File: src/rtl/cam_pkg.sv
// Shared definitions for the camera-to-UDP path: colour-mode encodings,
// pixel sizing and the line-packet scheduler state encoding.
package cam_pkg;

  localparam int CM_GRAY   = 32'sd1;
  localparam int CM_RGB565 = 32'sd2;
  localparam int CM_RAW    = 32'sd3;

  typedef enum logic [2:0] {
    ST_IDLE      = 3'd0,
    ST_ARM       = 3'd1,
    ST_WAIT_DATA = 3'd2,
    ST_REQ       = 3'd3,
    ST_SEND      = 3'd4,
    ST_FLUSH     = 3'd5
  } sched_state_t;

  // Only grayscale packs one byte per pixel; both RGB565 flavours use two.
  function automatic int bytes_per_pixel(input int mode);
    return (mode == CM_GRAY) ? 32'sd1 : 32'sd2;
  endfunction

endpackage

File: src/rtl/sched_watchdog.sv
// Loadable down-counter that flags expiry once it has run down to zero
// without being reloaded.
module sched_watchdog #(
  parameter int W = 24
) (
  input  logic         clk,
  input  logic         rst,
  input  logic         load,
  input  logic [W-1:0] load_val,
  output logic         expired
);

  logic [W-1:0] cnt;

  // Reload while the watched wait is not in progress, otherwise run down and hold at zero.
  always_ff @(posedge clk) begin
    if (rst) begin
      cnt <= {W{1'b0}};
    end else if (load) begin
      cnt <= load_val;
    end else if (cnt != {W{1'b0}}) begin
      cnt <= cnt - {{(W-1){1'b0}}, 1'b1};
    end else begin
      cnt <= cnt;
    end
  end

  assign expired = !load && (cnt == {W{1'b0}});

endmodule

File: src/rtl/video_pkt_sched.sv
// Line-packet scheduler: issues one UDP packet request per buffered image line
// and aborts/resyncs the frame on FIFO overflow or premature VSYNC.
// Optional watchdog on long waits is enabled by defining VIDEO_SCHED_TIMEOUT_EN.
module video_pkt_sched
  import cam_pkg::*;
#(
  parameter int COLOR_MODE     = 1,
  parameter int IM_X           = 1280,
  parameter int IM_Y           = 720,
  parameter int FIFO_AW        = 12,
  parameter int TIMEOUT_CYCLES = 16777216
) (
  input  logic             gtx_clk,
  input  logic             rst,
  input  logic             enable,
  input  logic             frame_start,
  input  logic [FIFO_AW:0] fifo_level,
  input  logic             fifo_overflow,
  output logic             out_ready,
  output logic             fifo_flush,
  output logic             pkt_req,
  input  logic             pkt_ack,
  input  logic             pkt_done,
  output logic [15:0]      pkt_len,
  output logic [15:0]      frame_num,
  output logic [15:0]      line_num,
  output logic             frame_err
);

  localparam int               LINE_BYTES = IM_X * bytes_per_pixel(COLOR_MODE);
  localparam logic [FIFO_AW:0] LINE_LVL   = (FIFO_AW+1)'(LINE_BYTES);
  localparam logic [15:0]      LAST_LINE  = 16'(IM_Y - 1);

  if (LINE_BYTES >= (32'sd1 << FIFO_AW)) begin : g_line_too_long
    $error("video_pkt_sched: one line does not fit in the pixel FIFO");
  end
  if ((COLOR_MODE != CM_GRAY) && (COLOR_MODE != CM_RGB565) && (COLOR_MODE != CM_RAW)) begin : g_bad_mode
    $error("video_pkt_sched: unsupported COLOR_MODE");
  end
  if (TIMEOUT_CYCLES < 32'sd2) begin : g_bad_timeout
    $error("video_pkt_sched: TIMEOUT_CYCLES must be at least 2");
  end

  sched_state_t state;
  logic         premature;
  logic         abort;
  logic         wd_expired;

  assign pkt_len = 16'(LINE_BYTES);

`ifdef VIDEO_SCHED_TIMEOUT_EN
  localparam int WD_W = $clog2(TIMEOUT_CYCLES);
  logic wd_load;

  assign wd_load = !((state == ST_WAIT_DATA) || ((state == ST_SEND) && !pkt_done));

  sched_watchdog #(
    .W(WD_W)
  ) u_watchdog (
    .clk      (gtx_clk),
    .rst      (rst),
    .load     (wd_load),
    .load_val (WD_W'(TIMEOUT_CYCLES - 1)),
    .expired  (wd_expired)
  );
`else
  assign wd_expired = 1'b0;
`endif

  // Frame-abort sources; overflow dominates, and a VSYNC seen during a packet
  // only takes effect once that packet's payload has been drained.
  always_comb begin
    case (state)
      ST_ARM:       abort = fifo_overflow;
      ST_WAIT_DATA: abort = fifo_overflow | frame_start | wd_expired;
      ST_REQ:       abort = fifo_overflow;
      ST_SEND:      abort = fifo_overflow | wd_expired | (pkt_done & (premature | frame_start));
      default:      abort = 1'b0;
    endcase
  end

  // Scheduler FSM with registered Moore outputs.
  always_ff @(posedge gtx_clk) begin
    if (rst) begin
      state      <= ST_IDLE;
      out_ready  <= 1'b0;
      fifo_flush <= 1'b0;
      pkt_req    <= 1'b0;
      frame_num  <= 16'd0;
      line_num   <= 16'd0;
      frame_err  <= 1'b0;
      premature  <= 1'b0;
    end else if (abort) begin
      state      <= ST_FLUSH;
      out_ready  <= 1'b0;
      fifo_flush <= 1'b1;
      frame_err  <= 1'b1;
      pkt_req    <= 1'b0;
      premature  <= 1'b0;
    end else begin
      fifo_flush <= 1'b0;
      frame_err  <= 1'b0;
      case (state)
        ST_IDLE: begin
          if (enable) begin
            state     <= ST_ARM;
            out_ready <= 1'b1;
          end
        end
        ST_ARM: begin
          if (frame_start) begin
            state     <= ST_WAIT_DATA;
            line_num  <= 16'd0;
            premature <= 1'b0;
          end else if (!enable) begin
            state     <= ST_IDLE;
            out_ready <= 1'b0;
          end
        end
        ST_WAIT_DATA: begin
          if (fifo_level >= LINE_LVL) begin
            state   <= ST_REQ;
            pkt_req <= 1'b1;
          end
        end
        ST_REQ: begin
          if (frame_start) begin
            premature <= 1'b1;
          end
          if (pkt_ack) begin
            state   <= ST_SEND;
            pkt_req <= 1'b0;
          end
        end
        ST_SEND: begin
          if (pkt_done) begin
            if (line_num == LAST_LINE) begin
              frame_num <= frame_num + 16'd1;
              state     <= enable ? ST_ARM : ST_IDLE;
              out_ready <= enable;
            end else begin
              line_num <= line_num + 16'd1;
              state    <= ST_WAIT_DATA;
            end
          end else if (frame_start) begin
            premature <= 1'b1;
          end
        end
        ST_FLUSH: begin
          state     <= enable ? ST_ARM : ST_IDLE;
          out_ready <= enable;
        end
        default: begin
          state     <= ST_IDLE;
          out_ready <= 1'b0;
          pkt_req   <= 1'b0;
        end
      endcase
    end
  end

endmodule

File: config.mk
export PLATFORM = sky130hd
export DESIGN_NAME = video_pkt_sched
export DESIGN_NICKNAME = d
export VERILOG_FILES = /design/src/rtl/cam_pkg.sv /design/src/rtl/sched_watchdog.sv /design/src/rtl/video_pkt_sched.sv
export SDC_FILE = /design/constraint.sdc
export NUM_CORES = 1
export LEC_CHECK = 0
export CAP_MARGIN = 20
export CORE_MARGIN = 10
export CORE_UTILIZATION = 30
export DETAILED_ROUTE_END_ITERATION = 10
export GPL_TIMING_DRIVEN = 0
export PLACE_DENSITY = 0.59
export SLEW_MARGIN = 20
export SYNTH_ARGS = -nofsm -noshare
export SYNTH_HDL_FRONTEND = slang
export SYNTH_SLANG_ARGS = --single-unit
export TNS_END_PERCENT = 20
File: constraint.sdc
create_clock -name gtx_clk -period 2.17 [get_ports gtx_clk]
set_input_delay 0.651 -clock gtx_clk [delete_from_list [all_inputs] [get_ports gtx_clk]]
set_output_delay 0.651 -clock gtx_clk [all_outputs]
set_load 0.01 [all_outputs]
Word level (Yosys, flattened, before mapping)
Cells that the tools add are included.
Widths: inputs -> output; s select.
{ "word_totals": {"ff_bits": 39, "inputBits": 20, "output_inout_bits": 52, "elab_cells": 83} }
{ "op_classes": {"addsub": 2, "magnitude_cmp": 1, "eq_ne": 22, "muxes": 29, "bitwise": 7, "n_reduce_logical": 14} }
{ "ops": {"columns": ["operator", "n"], "rows": [
  ["$mux 16", 3],
  ["$add 16x1->16 const B", 2],
  ["$pmux 16 s2", 1],
  ["$mux 3", 7],
  ["$ne 2x2->1 const B", 10],
  ["$pmux 3 s6", 1],
  ["$eq 16x10->1 const B", 1],
  ["$ne 3x3->1 const B", 5],
  ["$reduce_and 5->1", 3],
  ["$ge 13x11->1 const B", 1],
  ["$mux 1", 12],
  ["$pmux 1 s3", 3],
  ["$eq 3x2->1 const B", 2],
  ["$eq 3x3->1 const B", 2],
  ["$reduce_and 3->1", 2],
  ["$reduce_and 6->1", 1],
  ["$reduce_or 2->1", 3],
  ["$pmux 1 s5", 1],
  ["$ne 4x4->1 const B", 1],
  ["$reduce_and 4->1", 1],
  ["$reduce_or 4->1", 1],
  ["$eq 3x1->1 const B", 1],
  ["$logic_not 3->1", 1],
  ["$not 1->1", 3],
  ["other kinds (5)", 7]
]} }

Depth between registers and ports, before layout
{ "logic_depth": {"ltp_word": 6, "mapped_depth": 7, "ltp_nobuf": 6} }

Worst setup path before layout
No wires, ideal clock.
{ "synth_timing": {"path_type": "input -> register", "from": "in frame_start", "to": "reg frame_num[14]", "setup_ns": 0.070, "arrival_ns": 1.980, "required_time_ns": 2.100, "setup_slack_ns": 0.119, "path_stages": 6, "n_path_buf": 1, "path_cell_list": "buf_2 -> and4bb_4 -> a211oi_4 -> nand4_1 -> or4_1 -> a21oi_1"} }
{ "synth_via": {"elab_chain_cells": 6, "word_cells_on_any_way": 7, "classes_between": "mux (1); bitwise (5); reduce/logical (1)"} }
{ "synth_rtl": {"columns": ["element", "line_no", "text"], "rows": [
  ["from (decl)", "video_pkt_sched.sv:16", "input logic frame_start,"],
  ["$or 1x1->1", "video_pkt_sched.sv:77", "ST_SEND: abort = fifo_overflow | wd_expired | (pkt_done & (premature | frame_start));"],
  ["$and 1x1->1", "video_pkt_sched.sv:77", null],
  ["$or 1x1->1", "video_pkt_sched.sv:77", null],
  ["$pmux 1 s3 *", "video_pkt_sched.sv:73", "case (state)"],
  ["$not 1->1 (no line) *", null, null],
  ["$reduce_and 4->1 (no line) *", null, null],
  ["to (signal assigned)", "video_pkt_sched.sv:138", "frame_num <= frame_num + 16'd1;"],
  ["to (decl)", "video_pkt_sched.sv:25", "output logic [15:0] frame_num,"]
]} }
Mark *: on every way between the ends. The rest lies on a longest branch, timed or not.
A chain may end at the register's enable or synchronous reset.

Worst setup path after layout
{ "layout_timing": {"from": "in frame_start", "to": "reg frame_num[7]"} }
The elaborated chain is that of the path after synthesis.

==> metrics.txt <==
largest family of logic cells by synthesized area simple AND/OR/NAND/NOR gates; Wirelength per Cell 13.9 microns; compound-cell area share of the yosys netlist 18.3%; Min Hold Slack 501 ps; Core Area 7730 sq um; row count 32; synthesis-stage register bit count 39; cell count after synthesis around 290; n_diodes 0; fin crit share between 90 and 100%; relative slew slack 63.7%; IO buf count 46; post-DR vias/cell 4.94; number of synthesized flops with an enable pin 0; status finished clean; RSZ-0062 raised after global routing true; met2 Use GR 16.8%; GR Util met3 3.60%; GRT overflow 0; Synth Area in Simple Gates a little under a third; die width around 110 microns; ys async rst share 0%; Clock Pin Slew Worst Setup and Hold Paths 70 ps; I/O Pins 72; Power Density roughly 650 nW/um^2; post-route core utilization 40.7%; antenna violations before repair 0; Layout area overhead 32.0%; Max Clock Freq ~470 MHz; Final min period 2110 ps; TNS Setup 0 ps; most frequent cells in the layout clkdlybuf4s50_1, dfxtp_1, nor2_1; Post-Syn Area 2380 sq um; Final Slew Violations 0; Clock Tree Root clkbuf_8; pre-CTS setup slack -523 ps; post-synthesis sequential area ratio 32.8%; TritonCTS buffer count 5; Synth cell types 54; latest clock arrival within the worst-skew pair between 200 and 300 ps; first-pass GRT wire length 10600 microns; skew final 3.95 ps; worst min path class register to register; Final Cell Area 3150 sq um; CP startpoint kind input port; Post-Synth XOR/XNOR Area approximately 5.5%; DRT Pass-1 Iters 4; Die Footprint ~12000 sq um; Max-Cap Viols 0; placed cell area 3020 sq um; layout cells sized above 1 14.0%; final setup margin 64.2 ps; most common cell after layout, fill and taps aside clkdlybuf4s50_1; GRT busiest layer met2; Die H 109 microns; VDD IR-drop max 0.000288 V; mux cell area share after synthesis 1.31%; largest net degree at the start of global routing 11; CTS Sinks 39; final setup vio count 0; worst-margin pin slew roughly 540 ps; starting density of the core 30.8%; Ys Warns 0; crit path max fanout 10; nets@finish 381; GRT met1 Usage 13.7%; GP Congestion 0.806; Primary FF master, synth dfxtp_1; total track usage 10.8%; Max Root-Sink Buffers 2; total leakage power 1.12 nW; drt first-iter violations 100; DPL Wire Length 4780 microns; via count 2271; vias in the first global route approximately 2100; DR DRC count 0; Synth Area in Adders 1.05%; worst endpoint required time around 2400 ps; critical path class input port to register; TritonCTS clock tree built; H-tree levels 2; critical path arrival 2330 ps; antenna-violating nets left 0; Avg Synthesized Cell Area 8.25 sq um; Routed WL 6400 microns; CTS Hold Bufs 0; final hold viol count 0; Crit. End Element register
==> path summary, 6_finish.rpt <==
check,from,slack [ps],cells after the start,end
worst max register to register,line_num[1],110,7,frame_num[7]
worst min register to register,frame_num[14],500,2,frame_num[14]
worst max-delay path,frame_start,60,8,frame_num[7]
worst min-delay path,frame_num[14],500,2,frame_num[14]
==> worst max-delay path, stage by stage <==
cell and delay [ps]:
dlygate4sd2_1 260, buf_6 140, and4bb_4 210, a21oi_2 230, nand4_4 160, buf_6 190
or3_1 340, a21oi_1 130
==> stage by stage <==
stage / total power, mW / cells
after floorplan: 1.39 / 303
after global routing: 2.19 / 460
after CTS: 2.05 / 458
final: 2.05 / 460
after global placement: 1.60 / 451
after detailed placement: 1.60 / 451
==> layer usage <==
metal	share of wire [%]	vias up
met2	45	55
met1	45	1054
met5	0	-
li1	-	1156
met4	1.3	0
met3	8.1	6
==> sequential cells by signal, summed over array words and instances, names as in the netlist <==
signal	flops
frame_num	16
line_num	16
state	3
frame_err	1
out_ready	1
pkt_req	1
premature	1
==> cells by family (layout without fill, tap and decap cells) <==
group           after synthesis  after routing
buf+inv                      38             93
mux                           3              3
flops                        39             39
compound gates               66             66
simple gates                124            124
xor+xnor                     15             15
other cells                   2             16
fa+ha+maj                     2              2
==> cells in the mapped netlist (2+ instances only) <==
cell type / instances / area [sq um]
nand2b_1: 3 / 18.8
mux2i_1: 2 / 20.0
o211ai_1: 7 / 52.6
and4bb_4: 2 / 32.5
xor2_1: 14 / 123
a211oi_1: 2 / 15.0
nor3_1: 10 / 50.1
nor2_1: 30 / 113
clkbuf_1: 6 / 22.5
and4_1: 4 / 35.0
o21ai_1: 7 / 35.0
nor4b_2: 2 / 30.0
buf_2: 2 / 10.0
and2_1: 2 / 12.5
nand3_1: 4 / 20.0
nand2_1: 21 / 78.8
buf_6: 4 / 45.0
o31ai_1: 6 / 45.0
or4_1: 6 / 45.0
dfxtp_1: 39 / 781
and3_1: 8 / 50.1
buf_4: 18 / 135
o22ai_1: 2 / 12.5
inv_1: 7 / 26.3
or3_1: 10 / 62.6
nor3b_1: 5 / 37.5
conb_1: 2 / 7.51
o21ai_0: 7 / 35.0
nand4_1: 8 / 50.1
ha_1: 2 / 25.0
nor2b_1: 3 / 18.8
nand4_2: 2 / 25.0
a21oi_1: 21 / 105
==> cell type report <==
class                           instances  area (sq um)
Timing Repair Buffer                   49           480
Tap cell                              102           128
Fill cell                             780          4580
Sequential cell                        39           782
Multi-Input combinational cell        226          1430
Clock buffer                            6          72.6
Buffer                                 31           224
Inverter                                7          26.3
==> where the power goes <==
part,internal (mW),switching [mW],leakage (nW),total (mW)
logic,0.350,0.440,0.772,0.790
registers,0.769,0.0365,0.315,0.805
clock network,0.214,0.240,0.0371,0.454
==> repair_timing <==
action | 4_1_cts | 5_1_grt
resized for setup | 6 | 8
endpoints found under the setup margin | 28 | 25
cloned | 0 | 0
pin swaps | 2 | 1
endpoints found under the hold margin | 0 | 0
setup buffers | 1 | 2
Note: power is estimated with default switching activity, not from simulation.
